File: config.mk
export PLATFORM = sky130hd
export DESIGN_NAME = matrix_led_monitor_flat
export DESIGN_NICKNAME = d
export VERILOG_FILES = /design/src/rtl/matrix_led_monitor_pkg.sv /design/src/rtl/matrix_led_monitor_if.sv /design/src/rtl/matrix_led_monitor_btn_debounce.sv /design/src/rtl/matrix_led_monitor.sv /design/src/flat_wrapper.sv
export SDC_FILE = /design/constraint.sdc
export NUM_CORES = 1
export LEC_CHECK = 0
export ABC_CLOCK_PERIOD_IN_PS = 17020
export CORE_AREA = 2 2 211 213
export CTS_BUF_LIST = sky130_fd_sc_hd__clkbuf_4 sky130_fd_sc_hd__clkbuf_8
export DETAILED_ROUTE_END_ITERATION = 16
export DIE_AREA = 0 0 213 215
export DONT_BUFFER_PORTS = 1
export GPL_TIMING_DRIVEN = 1
export PLACE_DENSITY = 0.79
export SYNTH_ARGS = -nofsm -noshare
export SYNTH_HDL_FRONTEND = slang
export SYNTH_SLANG_ARGS = --single-unit
File: constraint.sdc
create_clock -name clk -period 17.02 [get_ports clk]
set_input_delay 3.404 -clock clk [delete_from_list [all_inputs] [get_ports clk]]
set_output_delay 3.404 -clock clk [all_outputs]
set_load 0.02 [all_outputs]
File: src/rtl/matrix_led_monitor_pkg.sv
// Shared types and constants for the matrix LED monitor: FSM state
// encoding, display-mode codes and a small elaboration helper.
package matrix_led_monitor_pkg;

    typedef enum logic [1:0] {
        IDLE = 2'd0,
        BUSY = 2'd1,
        SHOW = 2'd2
    } state_t;

    localparam logic [1:0] MODE_THRESH = 2'd0;
    localparam logic [1:0] MODE_LO     = 2'd1;
    localparam logic [1:0] MODE_HI     = 2'd2;
    localparam logic [1:0] MODE_STATUS = 2'd3;

    // Smaller of two integers, used to size loops at elaboration time.
    function automatic int min_int(input int a, input int b);
        return (a < b) ? a : b;
    endfunction

endpackage

File: src/rtl/matrix_led_monitor_if.sv
// Handshake between the LED monitor and the matrix core: the monitor
// issues a start pulse and receives the full result bus with a valid strobe.
interface matrix_led_monitor_if #(
    parameter int DATAWIDTH = 32,
    parameter int ELEMS     = 16
);
    logic                       load;
    logic [ELEMS*DATAWIDTH-1:0] res_in;
    logic                       res_valid;

    // Monitor side: starts runs, consumes results.
    modport master (output load, input res_in, input res_valid);
    // Matrix core side: accepts start, produces results.
    modport slave  (input load, output res_in, output res_valid);
endinterface

File: src/rtl/matrix_led_monitor_btn_debounce.sv
// Button conditioner: accepts a new raw level only after it has been
// stable for DEBOUNCE_CYCLES cycles, and emits a single-cycle pulse on
// each accepted 0->1 transition.
module btn_debounce #(
    parameter int DEBOUNCE_CYCLES = 4
) (
    input  logic clk,
    input  logic rst,
    input  logic btn_raw,
    output logic pulse
);
    localparam int CW = $clog2(DEBOUNCE_CYCLES + 1);

    logic          level_r;
    logic [CW-1:0] cnt_r;
    logic          pulse_r;
    logic          accept_s;

    // Raw input has differed from the accepted level long enough.
    always_comb begin
        accept_s = (btn_raw != level_r) && (cnt_r == CW'(DEBOUNCE_CYCLES - 1));
    end

    // Stability counter, accepted level and rising-edge pulse.
    always_ff @(posedge clk) begin
        if (rst) begin
            level_r <= 1'b0;
            cnt_r   <= {CW{1'b0}};
            pulse_r <= 1'b0;
        end else begin
            if (btn_raw == level_r) begin
                cnt_r <= {CW{1'b0}};
            end else if (accept_s) begin
                cnt_r   <= {CW{1'b0}};
                level_r <= btn_raw;
            end else begin
                cnt_r <= cnt_r + CW'(1);
            end
            pulse_r <= accept_s & btn_raw;
        end
    end

    assign pulse = pulse_r;

endmodule

File: src/rtl/matrix_led_monitor.sv
// Matrix LED monitor: debounced buttons start a matrix-core run and step
// through result elements; the captured result bus is rendered on the LEDs
// in one of four display modes.
module matrix_led_monitor
    import matrix_led_monitor_pkg::*;
#(
    parameter int                   DATAWIDTH       = 32,
    parameter int                   ELEMS           = 16,
    parameter int                   LEDS            = 16,
    parameter int                   DEBOUNCE_CYCLES = 4,
    parameter int                   TIMEOUT_CYCLES  = 1024,
    parameter logic [DATAWIDTH-1:0] THRESH          = DATAWIDTH'(1)
) (
    input  logic                     clk,
    input  logic                     rst,
    input  logic                     btn_load,
    input  logic                     btn_next,
    input  logic [1:0]               mode,
    matrix_led_monitor_if.master     core,
    output logic                     busy,
    output logic                     timeout,
    output logic [LEDS-1:0]          led
);
    localparam int IDXW = (ELEMS > 1) ? $clog2(ELEMS) : 1;
    localparam int CNTW = $clog2(TIMEOUT_CYCLES + 1);
    localparam int NTH  = min_int(ELEMS, LEDS);

    state_t                state_r, state_n;
    logic                  load_p_s, next_p_s;
    logic                  load_s, capture_s, expire_s, clear_s;
    logic                  load_r, busy_r, timeout_r;
    logic [CNTW-1:0]       cnt_r;
    logic [IDXW-1:0]       idx_r;
    logic [DATAWIDTH-1:0]  snap_r [ELEMS];
    logic [DATAWIDTH-1:0]  elem_s;
    logic [LEDS-1:0]       led_s, led_r;

    btn_debounce #(.DEBOUNCE_CYCLES(DEBOUNCE_CYCLES)) u_db_load (
        .clk(clk), .rst(rst), .btn_raw(btn_load), .pulse(load_p_s)
    );
    btn_debounce #(.DEBOUNCE_CYCLES(DEBOUNCE_CYCLES)) u_db_next (
        .clk(clk), .rst(rst), .btn_raw(btn_next), .pulse(next_p_s)
    );

    // Next-state and run-control decode; a result arriving on the last
    // allowed BUSY cycle takes priority over the timeout.
    always_comb begin
        state_n   = state_r;
        load_s    = 1'b0;
        capture_s = 1'b0;
        expire_s  = 1'b0;
        clear_s   = 1'b0;
        case (state_r)
            IDLE, SHOW: begin
                if (load_p_s) begin
                    state_n = BUSY;
                    load_s  = 1'b1;
                    clear_s = 1'b1;
                end else begin
                    state_n = state_r;
                end
            end
            BUSY: begin
                if (core.res_valid) begin
                    state_n   = SHOW;
                    capture_s = 1'b1;
                end else if (cnt_r == CNTW'(TIMEOUT_CYCLES - 1)) begin
                    state_n  = IDLE;
                    expire_s = 1'b1;
                end else begin
                    state_n = BUSY;
                end
            end
            default: state_n = IDLE;
        endcase
    end

    // State register, start pulse, busy/timeout flags and BUSY cycle counter.
    always_ff @(posedge clk) begin
        if (rst) begin
            state_r   <= IDLE;
            load_r    <= 1'b0;
            busy_r    <= 1'b0;
            timeout_r <= 1'b0;
            cnt_r     <= {CNTW{1'b0}};
        end else begin
            state_r <= state_n;
            load_r  <= load_s;
            busy_r  <= (state_n == BUSY);
            if (clear_s) begin
                timeout_r <= 1'b0;
            end else if (expire_s) begin
                timeout_r <= 1'b1;
            end
            if (clear_s) begin
                cnt_r <= {CNTW{1'b0}};
            end else if (state_r == BUSY) begin
                cnt_r <= cnt_r + CNTW'(1);
            end
        end
    end

    // Result snapshot, loaded only when a run completes.
    always_ff @(posedge clk) begin
        if (rst) begin
            for (int k = 0; k < ELEMS; k++) begin
                snap_r[k] <= {DATAWIDTH{1'b0}};
            end
        end else if (capture_s) begin
            for (int k = 0; k < ELEMS; k++) begin
                snap_r[k] <= core.res_in[k*DATAWIDTH +: DATAWIDTH];
            end
        end
    end

    // Element index, stepped by the next button in every state.
    always_ff @(posedge clk) begin
        if (rst) begin
            idx_r <= {IDXW{1'b0}};
        end else if (next_p_s) begin
            if (idx_r == IDXW'(ELEMS - 1)) begin
                idx_r <= {IDXW{1'b0}};
            end else begin
                idx_r <= idx_r + IDXW'(1);
            end
        end
    end

    // Currently selected snapshot element.
    always_comb begin
        elem_s = snap_r[idx_r];
    end

    // Display image for the selected mode; size casts give zero-extension
    // or truncation when element and LED widths differ.
    always_comb begin
        led_s = {LEDS{1'b0}};
        case (mode)
            MODE_THRESH: begin
                for (int i = 0; i < NTH; i++) begin
                    led_s[i] = (snap_r[i] >= THRESH);
                end
            end
            MODE_LO: led_s = LEDS'(elem_s);
            MODE_HI: led_s = LEDS'(elem_s >> LEDS);
            MODE_STATUS: begin
                led_s    = LEDS'(idx_r) << 4'd8;
                led_s[0] = busy_r;
                led_s[1] = timeout_r;
                led_s[2] = (state_r == SHOW);
            end
            default: led_s = {LEDS{1'b0}};
        endcase
    end

    // Registered LED output.
    always_ff @(posedge clk) begin
        if (rst) begin
            led_r <= {LEDS{1'b0}};
        end else begin
            led_r <= led_s;
        end
    end

    assign core.load = load_r;
    assign busy      = busy_r;
    assign timeout   = timeout_r;
    assign led       = led_r;

endmodule

File: src/flat_wrapper.sv
// flat-port wrapper written by rule: the top's interface ports become plain ports
module matrix_led_monitor_flat import matrix_led_monitor_pkg::*;
#(
    parameter int                   DATAWIDTH       = 32,
    parameter int                   ELEMS           = 16,
    parameter int                   LEDS            = 16,
    parameter int                   DEBOUNCE_CYCLES = 4,
    parameter int                   TIMEOUT_CYCLES  = 1024,
    parameter logic [DATAWIDTH-1:0] THRESH          = DATAWIDTH'(1)
)
  (clk, rst, btn_load, btn_next, mode, busy, timeout, led, core_load, core_res_in, core_res_valid);
  matrix_led_monitor_if #(.DATAWIDTH(DATAWIDTH), .ELEMS(ELEMS)) core_i ();
  input  logic clk;
  input  logic rst;
  input  logic btn_load;
  input  logic btn_next;
  input  logic [1:0] mode;
  output logic busy;
  output logic timeout;
  output logic [LEDS-1:0] led;
  output wire logic [$bits(core_i.load)-1:0] core_load;
  input wire logic [$bits(core_i.res_in)-1:0] core_res_in;
  input wire logic [$bits(core_i.res_valid)-1:0] core_res_valid;
  assign core_load = core_i.load;
  assign core_i.res_in = core_res_in;
  assign core_i.res_valid = core_res_valid;
  matrix_led_monitor #(.DATAWIDTH(DATAWIDTH), .ELEMS(ELEMS), .LEDS(LEDS), .DEBOUNCE_CYCLES(DEBOUNCE_CYCLES), .TIMEOUT_CYCLES(TIMEOUT_CYCLES), .THRESH(THRESH)) u_core (.clk(clk), .rst(rst), .btn_load(btn_load), .btn_next(btn_next), .mode(mode), .core(core_i), .busy(busy), .timeout(timeout), .led(led));
endmodule
==> results.yml <==
run_status:
  outcome: "completed"
sta:
  holdWs_ns: 0.428
  finalSetupViolations: 0
  finalHoldViolations: 0
  fin_crit_ns: 6.68
  maxSlewViolCount: 0
  relSlewSlack_pct: 13.4
  clock_skew_ns: 0.0391
  rsz0062_at_grt: "no"
  fin_crit_sh_pct: 39.3
  fmax_mhz: 150
  fin_setup_tns_ns: 0
  tightest_slew_ns: 1.30
place:
  io_buffers: 0
  dpl.hpwl_um: 62900
  place.gp.congestion: 0.987
clock_tree:
  cts.repair.resized: 0
  clk_pin_slew_ns: 0.06
  cts_buffers: 91
  hold_buffers: 0
  htreeDepth: 3
  cts_max_path_buffers: 3
  root_buffer: "clkbuf_8"
  postCtsSetupRepairBufs: 0
  clk_latency_ns: 0.70
  tritoncts: "done"
  cts.sinks: 562
pwr:
  p_clk_share_pct: 41.7
  p_switching_w: 0.000670
  p_per_area_mw_per_mm2: 104
  p_comb_share_pct: 3.6
  vdd_ir_drop_max_mv: 0.0905
  power.leakage_nw: 9.64
  seqPwrFrac_pct: 54.7
  sw_frac_of_total_pct: 22.6
  p_int_w: 0.00230
route:
  met1_length_um: 29300
  drt_iter0_markers: 2315
  vias: 16500
  finalWirelength_um: 83000
  wire_per_inst_um: 33.2
  drcViolationCount: 0
  routed.top_layer: "met5"
  wl_met3_um: 9250
  avgViaCountPerCell: 6.60
  wl_met2_um: 40000
  drt_pass1_iterations: 5
  drtAntennaViolNets: 0
logic_synthesis:
  synth-edff-count: 512
  ys_ff_latch: 562
  async_flop_share_pct: 0
  synth_top_area_share_pct: 58.4
  yosys.area.top_type: "edfxtp_1"
  synth_ff_type: "edfxtp_1"
  yosysSeqAreaShare_pct: 62.2
  synth_area_per_cell_um2: 14.5
  syn-instance-count: 1810
  ys_types: 65
  ys_top_cells_by_area: "edfxtp_1 58%, and2_1 7.7%, mux4_2 5.9%"
  synth_fp_nets: 2335
  synth_area_mm2: 0.0263
  ys_warn_count: 0
die:
  die_w_um: 213
  die-area_mm2: 0.0458
  start_util_pct: 60.3
  dieHeight_um: 215
  num_rows: 77
  core-area_mm2: 0.0436
  io_pins: 538
critical_path:
  timing.rr.end: "u_core.snap_r[0][24]"
  max_stage_delay_ns: 0.97
  critPathKind: "input port to flop"
  crit_buf_inv: 3
  endpoint: "u_core.snap_r[0][24]"
  worstPathArrival_ns: 6.99
  crit_chain: "a21o_4 -> buf_4 -> buf_4 -> buf_4"
  slowest_stage: "buf_4"
  critPathMaxFanout: 225
  path_delay_family: "buffers and inverters"
  crit_cells: 4
  critPathLaunchType: "input port"
  end_kind: "flop"
  r2r_slack_ns: 12.09
  worst-r2r-cell-count: 5
  crit-reg2reg-launch: "u_core.state_r[0]"
  worstPathRequired_ns: 17.32
  startpoint: "rst"
  cpMostUsedCell: "buf_4"
grt:
  antenna_found_initial: 27
  grt_pass1_vias: 16100
  grt_pass1_wl_um: 113000
  grtUsageTotal_pct: 36.0
  grt_max_degree: 321
  overflow: 0
layout:
  final_common_cell: "edfxtp_1"
  syn2layout_area_growth_pct: 8.15
  drive_gt1_share_pct: 13.5
  fin_nets: 2331
  mostFrequentLayoutCells: "512 x edfxtp_1, 323 x and2_1, 199 x nor2b_1"
flow_run:
  max-cap-violations: 0
min_path:
  min_path_type: "flop to flop"
## through the flow
step	instances	utilization [%]	setup slack (ns)	total power, W	instance area (um2)
6_report	2500	65.2	10.34	0.00297	28500
3_5_place_dp	2305	60.7	9.72	0.00175	26500
4_1_cts	2470	65.1	10.47	0.00297	28400
3_3_place_gp	2305	60.7	9.88	0.00175	26500
2_1_floorplan	1810	-	1.99	0.00172	26300
5_1_grt	2485	65.1	10.14	0.00304	28400
## sequential cells by signal, summed over array words and instances, names as in the netlist, 2 cells and up, named ones only
signal,flops
u_core.snap_r,512
u_core.state_r,2
u_core.led,16
u_core.idx_r,4
u_core.u_db_next.cnt_r,3
u_core.u_db_load.cnt_r,3
u_core.cnt_r,11
## power by group through the flow
stage | Clock [W] | Combinational (W) | Sequential [W]
global placement | 0 | 0.000103 | 0.00165
CTS | 0.00124 | 0.000105 | 0.00162
finish | 0.00124 | 0.000106 | 0.00162
detailed placement | 0 | 0.000104 | 0.00165
floorplan | 0 | 0.0000805 | 0.00164
global route | 0.00130 | 0.000112 | 0.00163
## routing by layer
metal	vias to the layer above	GRT usage (%)
li1	6989	-
met1	8034	45.4
met2	1245	57.8
met3	227	9.98
met4	10	17.3
met5	-	0
## worst min-delay path by stage
stage                               from                   endpoint  slack [ns]  cells after the start
4_1_cts        u_core.u_db_load.cnt_r[0]  u_core.u_db_load.cnt_r[0]        0.43                      1
3_5_place_dp   u_core.u_db_load.cnt_r[0]  u_core.u_db_load.cnt_r[0]        0.42                      1
6_report       u_core.u_db_load.cnt_r[0]  u_core.u_db_load.cnt_r[0]        0.43                      1
5_1_grt        u_core.u_db_load.cnt_r[0]  u_core.u_db_load.cnt_r[0]        0.44                      1
2_1_floorplan  u_core.u_db_load.cnt_r[0]  u_core.u_db_load.cnt_r[0]        0.40                      1
3_3_place_gp   u_core.u_db_load.cnt_r[0]  u_core.u_db_load.cnt_r[0]        0.41                      1
## layout make-up
class	count	area, um2
Timing Repair Buffer	14	118
Clock inverter	49	439
Clock buffer	116	1470
Fill cell	3078	15200
Tap cell	592	741
Inverter	8	30.0
Multi-Input combinational cell	1129	9210
Sequential cell	562	16400
Antenna cell	30	75.1
## cell usage after synthesis (all sizes together), types with 3 or more instances
library cell  instances
mux2                  9
or3                   5
xnor2                 4
clkbuf               63
nand2                59
a32oi                 5
a41oi                 3
xor2                  7
o21a                  6
a311oi                4
and2                323
edfxtp              512
inv                   7
nand2b                7
and2b                 3
o21ai                17
buf                  48
ha                    6
a221oi                8
mux2i                30
a32o                  3
nor3                 15
nor2b               199
a22oi                12
a211oi                8
dfxtp                50
nor2                 43
a22o                  5
mux4                115
nand4                28
a21oi                17
and3                  3
nor4                129
nand3                17
a31oi                 8
nor3b                 4
## kinds of logic after synthesis
family                   after synthesis  synth area share (%)
XOR/XNOR                              11                 0.366
adder cells (fa/ha/maj)                6                 0.285
multiplexers                         154                  12.0
buffers and inverters                119                  2.84
AND/OR/NAND/NOR                      846                  19.2
flip-flops                           562                  62.2
AO/OA/AOI/OAI                        112                  3.12
(Power assumes the default switching activity.)
